==> src/rtl/div_unit_if.sv <==
// Divide request/response bundle between execute and the divider.
// master: execute (drives operands/start/annul); slave: div_unit.
interface div_unit_if #(
  parameter int DATA_W = 32
);
  logic                signed_div_i;
  logic [DATA_W-1:0]   opdata1_i;
  logic [DATA_W-1:0]   opdata2_i;
  logic                start_i;
  logic                annul_i;
  logic [2*DATA_W-1:0] result_o;
  logic                ready_o;

  modport master (
    output signed_div_i, opdata1_i, opdata2_i,
    output start_i, annul_i,
    input  result_o, ready_o
  );

  modport slave (
    input  signed_div_i, opdata1_i, opdata2_i,
    input  start_i, annul_i,
    output result_o, ready_o
  );
endinterface

==> src/rtl/div_unit.sv <==
// Multi-cycle radix-2 restoring divider for DIV/DIVU.
// Ports: clk, rst (sync, active-low), bus (div_unit_if.slave).
module div_unit #(
  parameter int DATA_W = 32
) (
  input  logic      clk,
  input  logic      rst,
  div_unit_if.slave bus
);

  localparam int CW = $clog2(DATA_W) + 1;
  localparam int WW = 2 * DATA_W + 1;

  typedef enum logic [1:0] {
    FREE, BYZERO, ON, END
  } state_t;

  state_t              state_q, state_d;
  logic [CW-1:0]       cnt_q, cnt_d;
  logic [WW-1:0]       work_q, work_d;
  logic [DATA_W-1:0]   dvs_q, dvs_d;
  logic                sgn_q, sgn_d;
  logic                qneg_q, qneg_d;
  logic                rneg_q, rneg_d;
  logic [2*DATA_W-1:0] result_q, result_d;
  logic                ready_q, ready_d;

  logic              a_neg, b_neg;
  logic [DATA_W-1:0] mag_a, mag_b;
  logic [WW-1:0]     shifted;
  logic [DATA_W:0]   trial;
  logic [DATA_W-1:0] quo, rem;

  always_comb begin
    a_neg = bus.signed_div_i & bus.opdata1_i[DATA_W-1];
    b_neg = bus.signed_div_i & bus.opdata2_i[DATA_W-1];
    mag_a = a_neg ? -bus.opdata1_i : bus.opdata1_i;
    mag_b = b_neg ? -bus.opdata2_i : bus.opdata2_i;
    shifted = work_q << 1;
    // Upper DATA_W+1 bits hold the partial remainder.
    trial = shifted[WW-1:DATA_W] - {1'b0, dvs_q};
    quo = work_q[DATA_W-1:0];
    rem = work_q[2*DATA_W-1:DATA_W];

    state_d  = state_q;
    cnt_d    = cnt_q;
    work_d   = work_q;
    dvs_d    = dvs_q;
    sgn_d    = sgn_q;
    qneg_d   = qneg_q;
    rneg_d   = rneg_q;
    result_d = result_q;
    ready_d  = ready_q;

    unique case (state_q)
      FREE: begin
        ready_d  = 1'b0;
        result_d = '0;
        if (bus.start_i && !bus.annul_i) begin
          sgn_d  = bus.signed_div_i;
          work_d = {{(DATA_W+1){1'b0}}, mag_a};
          dvs_d  = mag_b;
          qneg_d = a_neg ^ b_neg;
          rneg_d = a_neg;
          cnt_d  = '0;
          state_d = (bus.opdata2_i == '0)
                  ? BYZERO : ON;
        end
      end
      BYZERO: begin
        if (bus.annul_i) begin
          state_d  = FREE;
          cnt_d    = '0;
          ready_d  = 1'b0;
          result_d = '0;
        end else begin
          state_d  = END;
          ready_d  = 1'b1;
          result_d = '0;
        end
      end
      ON: begin
        if (bus.annul_i) begin
          state_d  = FREE;
          cnt_d    = '0;
          ready_d  = 1'b0;
          result_d = '0;
        end else if (cnt_q == CW'(DATA_W)) begin
          result_d[DATA_W-1:0] =
            (sgn_q && qneg_q) ? -quo : quo;
          result_d[2*DATA_W-1:DATA_W] =
            (sgn_q && rneg_q) ? -rem : rem;
          ready_d = 1'b1;
          state_d = END;
        end else begin
          if (trial[DATA_W]) begin
            work_d = shifted;
          end else begin
            work_d = {trial, shifted[DATA_W-1:0]};
            work_d[0] = 1'b1;
          end
          cnt_d = cnt_q + 1'b1;
        end
      end
      END: begin
        if (!bus.start_i) begin
          state_d  = FREE;
          ready_d  = 1'b0;
          result_d = '0;
        end
      end
      default: begin
        state_d  = FREE;
        ready_d  = 1'b0;
        result_d = '0;
      end
    endcase
  end

  always_ff @(posedge clk) begin
    if (!rst) begin
      state_q  <= FREE;
      cnt_q    <= '0;
      work_q   <= '0;
      dvs_q    <= '0;
      sgn_q    <= 1'b0;
      qneg_q   <= 1'b0;
      rneg_q   <= 1'b0;
      result_q <= '0;
      ready_q  <= 1'b0;
    end else begin
      state_q  <= state_d;
      cnt_q    <= cnt_d;
      work_q   <= work_d;
      dvs_q    <= dvs_d;
      sgn_q    <= sgn_d;
      qneg_q   <= qneg_d;
      rneg_q   <= rneg_d;
      result_q <= result_d;
      ready_q  <= ready_d;
    end
  end

  assign bus.result_o = result_q;
  assign bus.ready_o  = ready_q;

endmodule
==> src/flat_wrapper.sv <==
// flat-port wrapper written by rule: the top's interface ports become plain ports
module div_unit_flat 
#(
  parameter int DATA_W = 32
)
  (clk, rst, bus_signed_div_i, bus_opdata1_i, bus_opdata2_i, bus_start_i, bus_annul_i, bus_result_o, bus_ready_o);
  div_unit_if #(.DATA_W(DATA_W)) bus_i ();
  input  logic clk;
  input  logic rst;
  input wire logic [$bits(bus_i.signed_div_i)-1:0] bus_signed_div_i;
  input wire logic [$bits(bus_i.opdata1_i)-1:0] bus_opdata1_i;
  input wire logic [$bits(bus_i.opdata2_i)-1:0] bus_opdata2_i;
  input wire logic [$bits(bus_i.start_i)-1:0] bus_start_i;
  input wire logic [$bits(bus_i.annul_i)-1:0] bus_annul_i;
  output wire logic [$bits(bus_i.result_o)-1:0] bus_result_o;
  output wire logic [$bits(bus_i.ready_o)-1:0] bus_ready_o;
  assign bus_i.signed_div_i = bus_signed_div_i;
  assign bus_i.opdata1_i = bus_opdata1_i;
  assign bus_i.opdata2_i = bus_opdata2_i;
  assign bus_i.start_i = bus_start_i;
  assign bus_i.annul_i = bus_annul_i;
  assign bus_result_o = bus_i.result_o;
  assign bus_ready_o = bus_i.ready_o;
  div_unit #(.DATA_W(DATA_W)) u_core (.clk(clk), .rst(rst), .bus(bus_i));
endmodule
==> config.mk <==
export PLATFORM = sky130hd
export DESIGN_NAME = div_unit_flat
export DESIGN_NICKNAME = d
export VERILOG_FILES = /design/src/rtl/div_unit_if.sv /design/src/rtl/div_unit.sv /design/src/flat_wrapper.sv
export SDC_FILE = /design/constraint.sdc
export NUM_CORES = 1
export LEC_CHECK = 0
export BUFFER_PORTS_ARGS = -buffer_cell sky130_fd_sc_hd__buf_2
export CELL_PAD_IN_SITES_DETAIL_PLACEMENT = 1
export CELL_PAD_IN_SITES_GLOBAL_PLACEMENT = 1
export CORE_MARGIN = 3
export CORE_UTILIZATION = 47
export DETAILED_ROUTE_END_ITERATION = 8
export GPL_ROUTABILITY_DRIVEN = 0
export GPL_TIMING_DRIVEN = 0
export MAX_ROUTING_LAYER = met4
export PLACE_DENSITY_LB_ADDON = 0.3
export SLEW_MARGIN = 10
export SYNTH_ARGS = -nofsm -noshare
export SYNTH_HDL_FRONTEND = slang
export SYNTH_SLANG_ARGS = --single-unit
export TNS_END_PERCENT = 20
==> constraint.sdc <==
create_clock -name clk -period 10.2 [get_ports clk]
set_input_delay 1.53 -clock clk [delete_from_list [all_inputs] [get_ports clk]]
set_output_delay 1.53 -clock clk [all_outputs]
set_load 0.03 [all_outputs]
==> results by group <==
Yosys
  • Post-synth top area share: 31.6%
  • Mapped Nets: 1,545
  • Asr flop ratio synth: 0%
  • Syn. warnings: 0
  • Netlist cell types: 72
  • Top post-synthesis cells by area: dfxtp_1 (32%), nand2_1 (6.5%), xnor2_1 (6.3%)
  • Ys flop type: dfxtp_1
  • Most frequent cell after synthesis: nand2_1
  • Sequential share of the synthesized area: 31.6%
  • Most area-hungry cell type in the Yosys netlist: dfxtp_1
  • Post-Syn Instances: 1,432
  • Flop and latch count out of synthesis: 172
  • Syn Area/Cell: 7.61 sq um
  • Post-Syn Area: 0.0109 sq mm
  • Post-synth EDFFs: 0
  • Synth top cells by count: nand2_1 (189), dfxtp_1 (172), nor2_1 (158), a21oi_1 (109), o21ai_0 (107)

Pwr
  • PwrDens: 195 mW/mm^2
  • VDD IR max: 0.000128 V
  • Leak: 5.22 nW

Timing
  • Final hold violation count: 0
  • FMAX: 0.245 GHz
  • Worst hold slack: 0.451 ns
  • Worst rel slew slack: 25.1%
  • RSZ-0062 raised after global routing: false
  • Final TNS setup: 0 ns
  • Slew Limit Fails: 0
  • Clock skew: 0.0141 ns
  • Worst Max-Slew Pin Slew: 1.11 ns
  • Final period utilization: 40.0%
  • Fin crit period: 4.08 ns
  • Setup violators final: 0

Floorplanning
  • Core ar.: 0.0227 sq mm
  • Die area: 0.0250 sq mm
  • Die H: 158 um
  • Chip Width: 158 um
  • I/O pins: 134
  • Starting Density: 48.0%
  • FP Rows: 55

Cells and area
  • Cell area after layout: 0.0125 sq mm
  • Area occupied by multi-input gates: 0.00684 sq mm
  • Layout area overhead: 14.8%
  • Fraction of layout cells with a size suffix above 1: 11.6%
  • Final net count: 1,696
  • # fillers: 2,956
  • Final std cells w/o fill: 1,881
  • Register area: 0.00344 sq mm
  • Post-Route Utilization: 55.1%
  • N_diodes: 0

Route
  • Post-Route WL: 38,400 um
  • Routed len/inst: 20.4 um
  • Via density: 5.97
  • Iter 0 DRT Violations: 824
  • Number of routed nets with antenna violations: 0
  • Vias: 11,200
  • DR pass1 iterations: 5
  • Drt drc: 0

Worst setup path
  • Setup Crit Path Kind: in2reg
  • Required time of the critical path: 10.54 ns
  • Most frequent CP cell: nor2_1
  • Critical path's slowest cell: or3b_2
  • Crit end category: register
  • Worst EP arrival: 4.42 ns
  • Worst path max stage delay: 0.48 ns
  • Delay-heaviest family, CP: simple AND/OR/NAND/NOR gates
  • CP Buf/Inv Count: 2
  • Worst path cell trace: buf_2, inv_1, ha_1, or3b_2, nor4_1, nand2_1, nor2_1, nand3_1, o21ai_0, xnor2_1, nor2_1, a211oi_1
  • CP max FO: 6
  • Worst setup SP type: primary input

Min path
  • Worst hold path type: reg2reg

Global routing
  • Initial antenna violation count: 0
  • First-pass GRT wire length: 59,400 um
  • Largest net degree at the start of global routing: 20
  • Vias in the first global route: 11,000
  • Grt total ovfl: 0
  • Gr usage total: 30.9%

CTS
  • H-tree depth: 4
  • Clock tree buffer depth: 2
  • Post-CTS Setup Bufs: 0
  • TritonCTS clock tree: built
  • Clk Latency, worst-skew pair: 0.45 ns
  • CTS sink cnt: 172
  • CTS root buffer: clkbuf_16
  • # resized after CTS: 0
  • CTS hold repair buffers: 0
  • Clk pin slew, worst setup/hold paths: 0.07 ns
  • TritonCTS Buffers: 17

Flow run
  • Max-Cap Viols: 0

Placement
  • Placed wire-length estimate: 29,000 um
  • Placed cell count: 1,849
  • Dpl cell area: 0.0119 sq mm
  • IO buf count: 132

Run status
  • Status: complete, no violations
==> worst paths after layout <==
check | startpoint | to | slack, ns | cells after the start
setup reg to reg | u_core.work_q[32]$_SDFFE_PN0P_ | u_core.work_q[63]$_SDFFE_PN0P_ | 6.29 | 14
setup / recovery | bus_opdata2_i[0] | u_core.dvs_q[28]$_SDFFE_PN0P_ | 6.12 | 12
hold reg to reg | u_core.bus.result_o[57]$_SDFFE_PN0P_ | u_core.bus.result_o[57]$_SDFFE_PN0P_ | 0.45 | 2
hold / removal | u_core.bus.result_o[57]$_SDFFE_PN0P_ | u_core.bus.result_o[57]$_SDFFE_PN0P_ | 0.45 | 2
==> cell type report <==
type	count	share of cell area, %
Clock inverter	15	1.36
Timing Repair Buffer	132	5.28
Multi-Input combinational cell	1111	54.7
Clock buffer	17	3.40
Buffer	82	2.91
Sequential cell	172	27.5
Inverter	67	2.01
Tap cell	285	2.85
==> stage by stage <==
stage | setup WS [ns] | power [mW]
2_1_floorplan | 6.46 | 1.47
3_3_place_gp | 5.78 | 1.70
3_5_place_dp | 5.73 | 1.74
4_1_cts | 6.11 | 2.42
5_1_grt | 5.83 | 2.57
6_report | 6.12 | 2.44
==> flip-flops by register name, indices dropped and copies added, names as in the netlist <==
signal               cells
u_core.bus.result_o     64
u_core.work_q           64
u_core.dvs_q            32
u_core.cnt_q             6
u_core.state_q           2
u_core.bus.ready_o       1
u_core.qneg_q            1
u_core.rneg_q            1
u_core.sgn_q             1
==> routing by layer <==
metal	vias up	share of wire (%)	track usage, %
li1	5329	-	-
met1	5470	46	42.1
met2	378	46	49.3
met3	57	5.9	3.42
met4	0	1.8	7.58
met5	-	0	-
==> cell usage in the layout (no fill, tap or decap), drive strengths merged, types with 12 or more instances in the layout <==
cell    instances
xnor2          78
a22oi          39
or3            12
and2           12
mux2i          29
ha             43
xor2           68
a211oi         34
o21ai         116
nand3          22
nor2          158
a21oi         109
nor4           12
clkbuf         88
dfxtp         172
nand2         189
nor3           28
buf           143
inv            75
a21o           16
o31ai          26
==> report_power, final <==
group	switching (mW)	total, mW	internal, mW
registers	0.0729	0.808	0.735
clock network	0.338	0.670	0.332
logic	0.627	0.961	0.334
==> logic make-up after synthesis <==
logic type	Yosys count	synth area share [%]
flip-flops	172	31.6
AO/OA/AOI/OAI	409	23.6
XOR/XNOR	146	11.7
multiplexers	29	2.66
adder cells (fa/ha/maj)	44	5.12
buffers and inverters	149	5.65
AND/OR/NAND/NOR	483	19.7
==> worst reg2reg max path, stage by stage (launching register included) <==
cell and delay, ns:
dfxtp_1 0.56, inv_1 0.20, fa_1 0.47, nand2b_1 0.17, o2bb2ai_1 0.19, o21ai_2 0.37, a21boi_2 0.18, o31a_4 0.39
o21a_1 0.21, o311a_1 0.32, buf_6 0.14, buf_12 0.14, buf_8 0.14, a32oi_1 0.20, o31ai_1 0.10
Note: power is estimated with default switching activity, not from simulation.
